**config.mk**
```make
export PLATFORM = sky130hd
export DESIGN_NAME = shift_agc
export DESIGN_NICKNAME = d
export VERILOG_FILES = /design/src/rtl/shift_agc.sv
export SDC_FILE = /design/constraint.sdc
export NUM_CORES = 1
export LEC_CHECK = 0
export CAP_MARGIN = 10
export CELL_PAD_IN_SITES_DETAIL_PLACEMENT = 0
export CELL_PAD_IN_SITES_GLOBAL_PLACEMENT = 1
export CORE_ASPECT_RATIO = 0.6
export CORE_MARGIN = 2
export CORE_UTILIZATION = 29
export DETAILED_ROUTE_END_ITERATION = 10
export PLACE_DENSITY = 0.63
export SLEW_MARGIN = 10
export SYNTH_ARGS = -nofsm -noshare
export SYNTH_HDL_FRONTEND = slang
export SYNTH_SLANG_ARGS = --single-unit
```
**constraint.sdc**
```tcl
create_clock -name ck -period 6.35 [get_ports ck]
set_input_delay 0.9525 -clock ck [delete_from_list [all_inputs] [get_ports ck]]
set_output_delay 0.9525 -clock ck [all_outputs]
set_load 0.1 [all_outputs]
```
**src/rtl/shift_agc.sv**
```systemverilog
// Automatic gain (shift) controller for the 40-bit -> 16-bit output shifter.
// Fast attack on any sample or overflow needing more headroom, slow windowed decay.
module shift_agc #(
    parameter int SHIFT_W    = 5,
    parameter int MAX_SHIFT  = 24,
    parameter int INIT_SHIFT = 0,
    parameter int WIN_W      = 8,
    parameter int HOLD       = 4
) (
    input  logic               ck,
    input  logic               rst_n,
    input  logic               enable,
    input  logic               freeze,
    input  logic               in_valid,
    input  logic [39:0]        in,
    input  logic               ovf,
    output logic [SHIFT_W-1:0] shift,
    output logic               shift_en,
    output logic               changed,
    output logic [SHIFT_W-1:0] win_peak
);

    typedef enum logic [1:0] {
        IDLE   = 2'd0,
        RUN    = 2'd1,
        FROZEN = 2'd2
    } state_t;

    state_t             state_reg, state_next;
    logic [SHIFT_W-1:0] shift_reg, shift_next;
    logic [SHIFT_W-1:0] peak_reg, peak_next;
    logic [SHIFT_W-1:0] wmax_reg, wmax_next;
    logic [WIN_W-1:0]   wcnt_reg, wcnt_next;
    logic [3:0]         hold_reg, hold_next;
    logic               changed_reg;

    logic [6:0]         need_wide;
    logic [SHIFT_W-1:0] need;
    logic [SHIFT_W:0]   shift_p1;
    logic [SHIFT_W-1:0] tgt_a, tgt_o, tgt, final_max;
    logic               atk;

    // need(): bits above bit 15 that are occupied, capped at the shifter's top case
    always_comb begin
        need_wide = '0;
        for (int i = 16; i < 40; i++) begin
            if (in[i]) need_wide = 7'(i - 15);
        end
        if (need_wide > 7'(MAX_SHIFT)) need_wide = 7'(MAX_SHIFT);
    end
    assign need = need_wide[SHIFT_W-1:0];

    always_comb begin
        shift_p1 = {1'b0, shift_reg} + 1'b1;
        tgt_a    = in_valid ? need : '0;
        tgt_o    = '0;
        if (ovf) begin
            tgt_o = (shift_p1 > (SHIFT_W+1)'(MAX_SHIFT)) ? SHIFT_W'(MAX_SHIFT)
                                                         : shift_p1[SHIFT_W-1:0];
        end
        tgt       = (tgt_a > tgt_o) ? tgt_a : tgt_o;
        atk       = (tgt > shift_reg);
        final_max = (need > wmax_reg) ? need : wmax_reg;
    end

    always_comb begin
        state_next = state_reg;
        shift_next = shift_reg;
        peak_next  = peak_reg;
        wmax_next  = wmax_reg;
        wcnt_next  = wcnt_reg;
        hold_next  = hold_reg;
        case (state_reg)
            IDLE: begin
                shift_next = SHIFT_W'(INIT_SHIFT);
                wcnt_next  = '0;
                wmax_next  = '0;
                hold_next  = '0;
                if (enable) state_next = RUN;
            end
            RUN, FROZEN: begin
                if (!enable) begin
                    state_next = IDLE;
                    shift_next = SHIFT_W'(INIT_SHIFT);
                    wcnt_next  = '0;
                    wmax_next  = '0;
                    hold_next  = '0;
                end else if (freeze) begin
                    // freeze takes hold on the cycle it is seen, so no update slips through
                    state_next = FROZEN;
                end else begin
                    state_next = RUN;
                    if (atk) begin
                        shift_next = tgt;
                        hold_next  = '0;
                    end
                    if (in_valid) begin
                        wcnt_next = wcnt_reg + 1'b1;
                        if (wcnt_reg == '1) begin
                            peak_next = final_max;
                            wmax_next = '0;
                            if (!atk) begin
                                if (final_max < shift_reg) begin
                                    if (hold_reg == 4'(HOLD - 1)) begin
                                        shift_next = shift_reg - 1'b1;
                                        hold_next  = '0;
                                    end else begin
                                        hold_next = hold_reg + 1'b1;
                                    end
                                end else begin
                                    hold_next = '0;
                                end
                            end
                        end else begin
                            wmax_next = final_max;
                        end
                    end
                end
            end
            default: state_next = IDLE;
        endcase
    end

    always_ff @(posedge ck or negedge rst_n) begin
        if (!rst_n) begin
            state_reg   <= IDLE;
            shift_reg   <= SHIFT_W'(INIT_SHIFT);
            peak_reg    <= '0;
            wmax_reg    <= '0;
            wcnt_reg    <= '0;
            hold_reg    <= '0;
            changed_reg <= 1'b0;
        end else begin
            state_reg   <= state_next;
            shift_reg   <= shift_next;
            peak_reg    <= peak_next;
            wmax_reg    <= wmax_next;
            wcnt_reg    <= wcnt_next;
            hold_reg    <= hold_next;
            changed_reg <= (shift_next != shift_reg);
        end
    end

    assign shift    = shift_reg;
    assign shift_en = (state_reg != IDLE);
    assign changed  = changed_reg;
    assign win_peak = peak_reg;

endmodule

```
== After elaboration in Yosys (flattened, before gate mapping) ==
Index checks and enable logic that the tools add are counted.

* Word-level logic and storage cells: 94
* Input port bits: 46
* Output and inout port bits: 12
* Bits in registers: 30

* Add/subtract/negate cells: 4
* Bitwise logic cells: 1
* Magnitude comparators: 6
* Reduce and logical (&&, ||, !) cells: 7
* Equality and inequality tests: 8
* Multiplexer cells: 61

{| class="wikitable"
|+ Operators by type and width
! kind !! number
|-
| $mux 7 || 22
|-
| $mux 5 || 18
|-
| $mux 4 || 8
|-
| $mux 8 || 3
|-
| $pmux 5 s2 || 2
|-
| $pmux 8 s2 || 1
|-
| $gt 5x5->1 || 3
|-
| $add 8x1->8 const B || 1
|-
| $eq 8x8->1 const B || 1
|-
| $mux 2 || 4
|-
| $pmux 4 s2 || 1
|-
| $gt 7x5->1 const B || 1
|-
| $add 5x1->6 const B || 1
|-
| $gt 6x5->1 const B || 1
|-
| $ne 3x3->1 const B || 2
|-
| $lt 5x5->1 || 1
|-
| $ne 5x5->1 || 1
|-
| $reduce_and 5->1 || 1
|-
| $sub 5x1->5 const B || 1
|-
| $add 4x1->4 const B || 1
|-
| $eq 4x2->1 const B || 1
|-
| $pmux 2 s2 || 1
|-
| $reduce_bool 2->1 || 2
|-
| $reduce_and 3->1 || 1
|-
| other kinds (8) || 8
|}

== Logic depth before layout (Yosys ltp) ==
Gate-level depths: netlist (run 1).

* Word-level depth: 40
* Depth in mapped cells: 25
* Mapped depth without buffers: 23

== Worst setup path before layout (run 1) ==
Ideal clock, no wire load.

* Kind: in2reg
* From: in in[38]
* To: reg changed_reg, in the netlist changed
* Path buffers: 3
* Data required time: 6.221 ns
* Setup slack: 0.387 ns
* Arrival: 5.835 ns
* Cell stages on the path: 22
* Setup time: 0.129 ns
* Cell sequence: clkbuf_1 > nor4_1 > o211ai_1 > nand3_1 > inv_1 > ha_1 > a2111oi_0 > o21a_1 > nor2_1 > clkbuf_1 > a31o_2 > ha_1 > and4_1 > a21oi_1 > o31a_1 > clkbuf_1 > nor2_1 > a311o_1 > a32o_1 > a311oi_2 > o211ai_1 > a2111o_1

* Cells in the longest elaborated chain, start to end: 18

{| class="wikitable"
|+ Ends and longest elaborated chain
! what !! RTL line !! text
|-
| from (decl) || 15 || <nowiki>input logic [39:0] in,</nowiki>
|-
| $mux 7 (*) (2 in a row) || 47 || <nowiki>if (in[i]) need_wide = 7'(i - 15);</nowiki>
|-
| $gt 7x5->1 || 49 || <nowiki>if (need_wide > 7'(MAX_SHIFT)) need_wide = 7'(MAX_SHIFT);</nowiki>
|-
| $mux 5 (*) || 49 ||
|-
| $mux 5 || 55 || <nowiki>tgt_a = in_valid ? need : '0;</nowiki>
|-
| $gt 5x5->1 || 61 || <nowiki>tgt = (tgt_a > tgt_o) ? tgt_a : tgt_o;</nowiki>
|-
| $mux 5 || 61 ||
|-
| $gt 5x5->1 || 62 || <nowiki>atk = (tgt > shift_reg);</nowiki>
|-
| $mux 5 || 93 || <nowiki>if (atk) begin</nowiki>
|-
| $mux 5 || 104 || <nowiki>if (hold_reg == 4'(HOLD - 1)) begin</nowiki>
|-
| $mux 5 || 103 || <nowiki>if (final_max < shift_reg) begin</nowiki>
|-
| $mux 5 || 102 || <nowiki>if (!atk) begin</nowiki>
|-
| $mux 5 || 99 || <nowiki>if (wcnt_reg == '1) begin</nowiki>
|-
| $mux 5 (*) || 97 || <nowiki>if (in_valid) begin</nowiki>
|-
| $mux 5 (*) || 88 || <nowiki>end else if (freeze) begin</nowiki>
|-
| $mux 5 (*) || 82 || <nowiki>if (!enable) begin</nowiki>
|-
| $pmux 5 s2 (*) || 73 || <nowiki>case (state_reg)</nowiki>
|-
| $ne 5x5->1 (*) || 140 || <nowiki>changed_reg <= (shift_next != shift_reg);</nowiki>
|-
| to (signal assigned) || 140 ||
|-
| to (decl) || 35 || <nowiki>logic changed_reg;</nowiki>
|}

Mark *: on every way between the ends. The rest lies on a longest branch, timed or not.
A chain may end at the register's enable or synchronous reset.

== Worst setup path after layout (run 1) ==
* From: in in[20]
* To: reg changed_reg, in the netlist changed

{| class="wikitable"
|+ RTL lines
! what !! RTL line !! text
|-
| $mux 7 (*) (20 in a row) || 47 ||
|-
| $gt 7x5->1 || 49 ||
|-
| $mux 5 (*) || 49 ||
|-
| $gt 5x5->1 || 63 || <nowiki>final_max = (need > wmax_reg) ? need : wmax_reg;</nowiki>
|-
| $mux 5 (*) || 63 ||
|-
| net final_max[3] || 40 || <nowiki>logic [SHIFT_W-1:0] tgt_a, tgt_o, tgt, final_max;</nowiki>
|-
| $lt 5x5->1 (*) || 103 ||
|-
| $mux 5 (*) || 103 ||
|-
| $mux 5 (*) || 102 ||
|-
| $mux 5 (*) || 99 ||
|-
| $mux 5 (*) || 97 ||
|-
| $mux 5 (*) || 88 ||
|-
| $mux 5 (*) || 82 ||
|-
| $pmux 5 s2 (*) || 73 ||
|-
| $ne 5x5->1 (*) || 140 ||
|}

Mark *: on every way through the listed nets, which the timed path passes. The rest lies on a longest branch.

==> reports/metrics.cfg, run 1 <==
[pwr]
power.density_mw_per_mm2 = 282
p_total_w = 0.00110
ir_worst_vdd_uv = 110
leakagePower_nw = 1.70

[timing]
layout_worst_path_cycle_share_pct = 95.1
clock_skew_ns = 0.00654
fmaxAchievable_mhz = 166
finalSetupViolations = 0
maxSlewViolCount = 0
fin_setup_tns_ns = 0
layout_min_cycle_time_ns = 6.04
slew_headroom_pct = 25.6
worstMarginPinSlew_ns = 1.11
timing.final.hold_violations = 0

[placed_design]
dp_hpwl_um = 7690
post-place-cells = 577
gp_congestion = 0.862
place_area_mm2 = 0.00373
portBuffers = 41

[grt]
grt_pass1_vias = 2898
antenna_found_initial = 0
grt-ovfl-total = 0
grt_usage_pct = 18.1
grt_pass1_wl_um = 15400
grt_start_max_net_pins = 31

[logic_synthesis]
yosys_warnings = 0
synth_top_family_by_area = compound AO/OA/AOI/OAI gates
syn_inst = 374
synth_area_per_cell_um2 = 7.79
synth_edf_count = 0
synthSimpleGateAreaFrac_pct = 25.7
ys_seq_elements = 30
ys_types = 63
ys_seq_area_share_pct = 25.8
yosys.cell_count.top_type = nor2_1
synthArstFlopShare_pct = 100
dominantRegCellSynth = dfrtp_1
synth_adder_area_share_pct = 11.2
synth_fp_nets = 446
yosysTopAreaCell = dfrtp_1
synth_xor_area_share_pct = 0.901
synthTopCellsByArea = dfrtp_1, ha_1, nor2_1
synth_common_cells = nor2_1, dfrtp_1, ha_1, inv_1, nand2_1
synth.mux.area_fraction_pct = 3.35
synth_top_area_share_pct = 25.8
syn_area_mm2 = 0.00292
synth_compound_area_share_pct = 28.3

[cells_and_area]
largest_register_ffs = 8
finalNonFillerCells = 585
drive_gt1_share_pct = 14.7
final_area_mm2 = 0.00391
nets = 521
area_delta_synth_final_pct = 34.2
fillers = 1003
diodes = 0

[run]
max_cap_violations = 0

[die]
num_rows = 28
dieHeight_um = 81.7
io_pins = 58
core_mm2 = 0.00981
die_width_um = 133
initial_utilization_pct = 29.7
fp.dieArea_mm2 = 0.0109

[cts]
postCtsHoldBufs = 0
cts_sinks = 30
htreeDepth = 2
cts_buffers = 5
cts_tree = yes
clk_pin_slew_ns = 0.05
postCtsSetupBuffers = 0
cts_root_buffer = clkbuf_16
cts.path.max_buffers = 2
post_cts_resized = 0
clock_latency_ns = 0.28

[hold_path]
holdCritPathClass = flop to flop
min_path_cells = 1

[critical_path]
path_common_cell = nor2_1
arrival_ns = 6.20
cp_slowest_stage_delay_ns = 0.55
crit_family = compound AO/OA/AOI/OAI gates
start_kind = input pin
critPathMaxFanout = 5
required_ns = 6.51
end_kind = flop
cp_num_buf_inv = 3
ff2ff_path_depth = 20
crit_cells = 26
slowest_stage = clkdlybuf4s50_1
path_class = input pin to flop

[route]
num_vias = 3188
wl_per_cell_um = 16.1
route.detailed.drc = 0
vias_per_cell = 5.45
drt_iter0_drc = 276
final_antenna_net_count = 0
wirelength_um = 9410
dr.pass1.iters = 5

[status]
status = finished clean

[layout make-up]
type | instances | area, um^2 | area share, %
well taps | 135 | 169 | 4.32
clock buffers | 6 | 139 | 3.55
clock inverters | 2 | 12.5 | 0.320
inverters | 28 | 105 | 2.69
flip-flops and latches | 30 | 751 | 19.2
multi-input cells | 306 | 2050 | 52.4
repair buffers | 78 | 688 | 17.6
[where the power goes]
part / switching (W) / total (W) / internal, W
Sequential: 0.0000263 / 0.000245 / 0.000219
Clock: 0.0000871 / 0.000242 / 0.000155
Combinational: 0.000380 / 0.000615 / 0.000234
Total: 0.000494 / 0.00110 / 0.000608
[routing by layer]
metal | part of all wire [%] | GRT usage, % | up-vias | routed length (um)
met3 | 7.4 | 4.01 | 11 | 695
met5 | 0 | 0 | - | 0
met4 | 0.66 | 3.09 | 0 | 62
li1 | - | - | 1568 | -
met1 | 55 | 28.9 | 1489 | 5170
met2 | 37 | 24.1 | 120 | 3490
[final timing paths]
kind                             startpoint          end  slack, ns
worst max-delay path                 in[20]      changed       0.31
worst min register to register  win_peak[2]  win_peak[2]       0.51
worst max register to register     shift[1]      changed       1.09
max in group asynchronous             rst_n  wmax_reg[1]       4.99
min in group asynchronous             rst_n     shift[0]       1.06
worst min-delay path            win_peak[2]  win_peak[2]       0.51
[per-stage QoR]
step	setup WS [ns]	util [%]	hold slack [ns]
after global placement	0.103	38.1	0.493
final	0.310	39.9	0.508
after detailed placement	-0.0370	38.1	0.496
after global routing	-0.00626	39.9	0.533
after floorplan	0.387	-	0.465
after CTS	0.224	39.6	0.512
[cell usage in the layout (no fill, tap or decap), types with 18 or more instances in the layout]
master / n
clkdlybuf4s50_1: 41
nand3_1: 20
nor2_1: 40
nand2_1: 26
dfrtp_1: 30
ha_1: 26
inv_1: 26
o21ai_0: 24
nor3_1: 18
buf_4: 37
[cells by family (layout without fill, tap and decap cells)]
family | after synthesis | count (layout)
adders and majority gates | 26 | 26
AOI/OAI and AO/OA | 118 | 118
DFF | 30 | 30
buffers and inverters | 38 | 114
xor gates and xnor gates | 3 | 3
and+or+nand+nor | 150 | 150
muxes | 9 | 9
Power figures use the tool's default switching activity.
==> run 2, diff against run 1 <==
Settings changed: CAP_MARGIN 10 to not set.
==> results of run 2 <==
Final layout, timing and power as in run 1 (identical DEF).
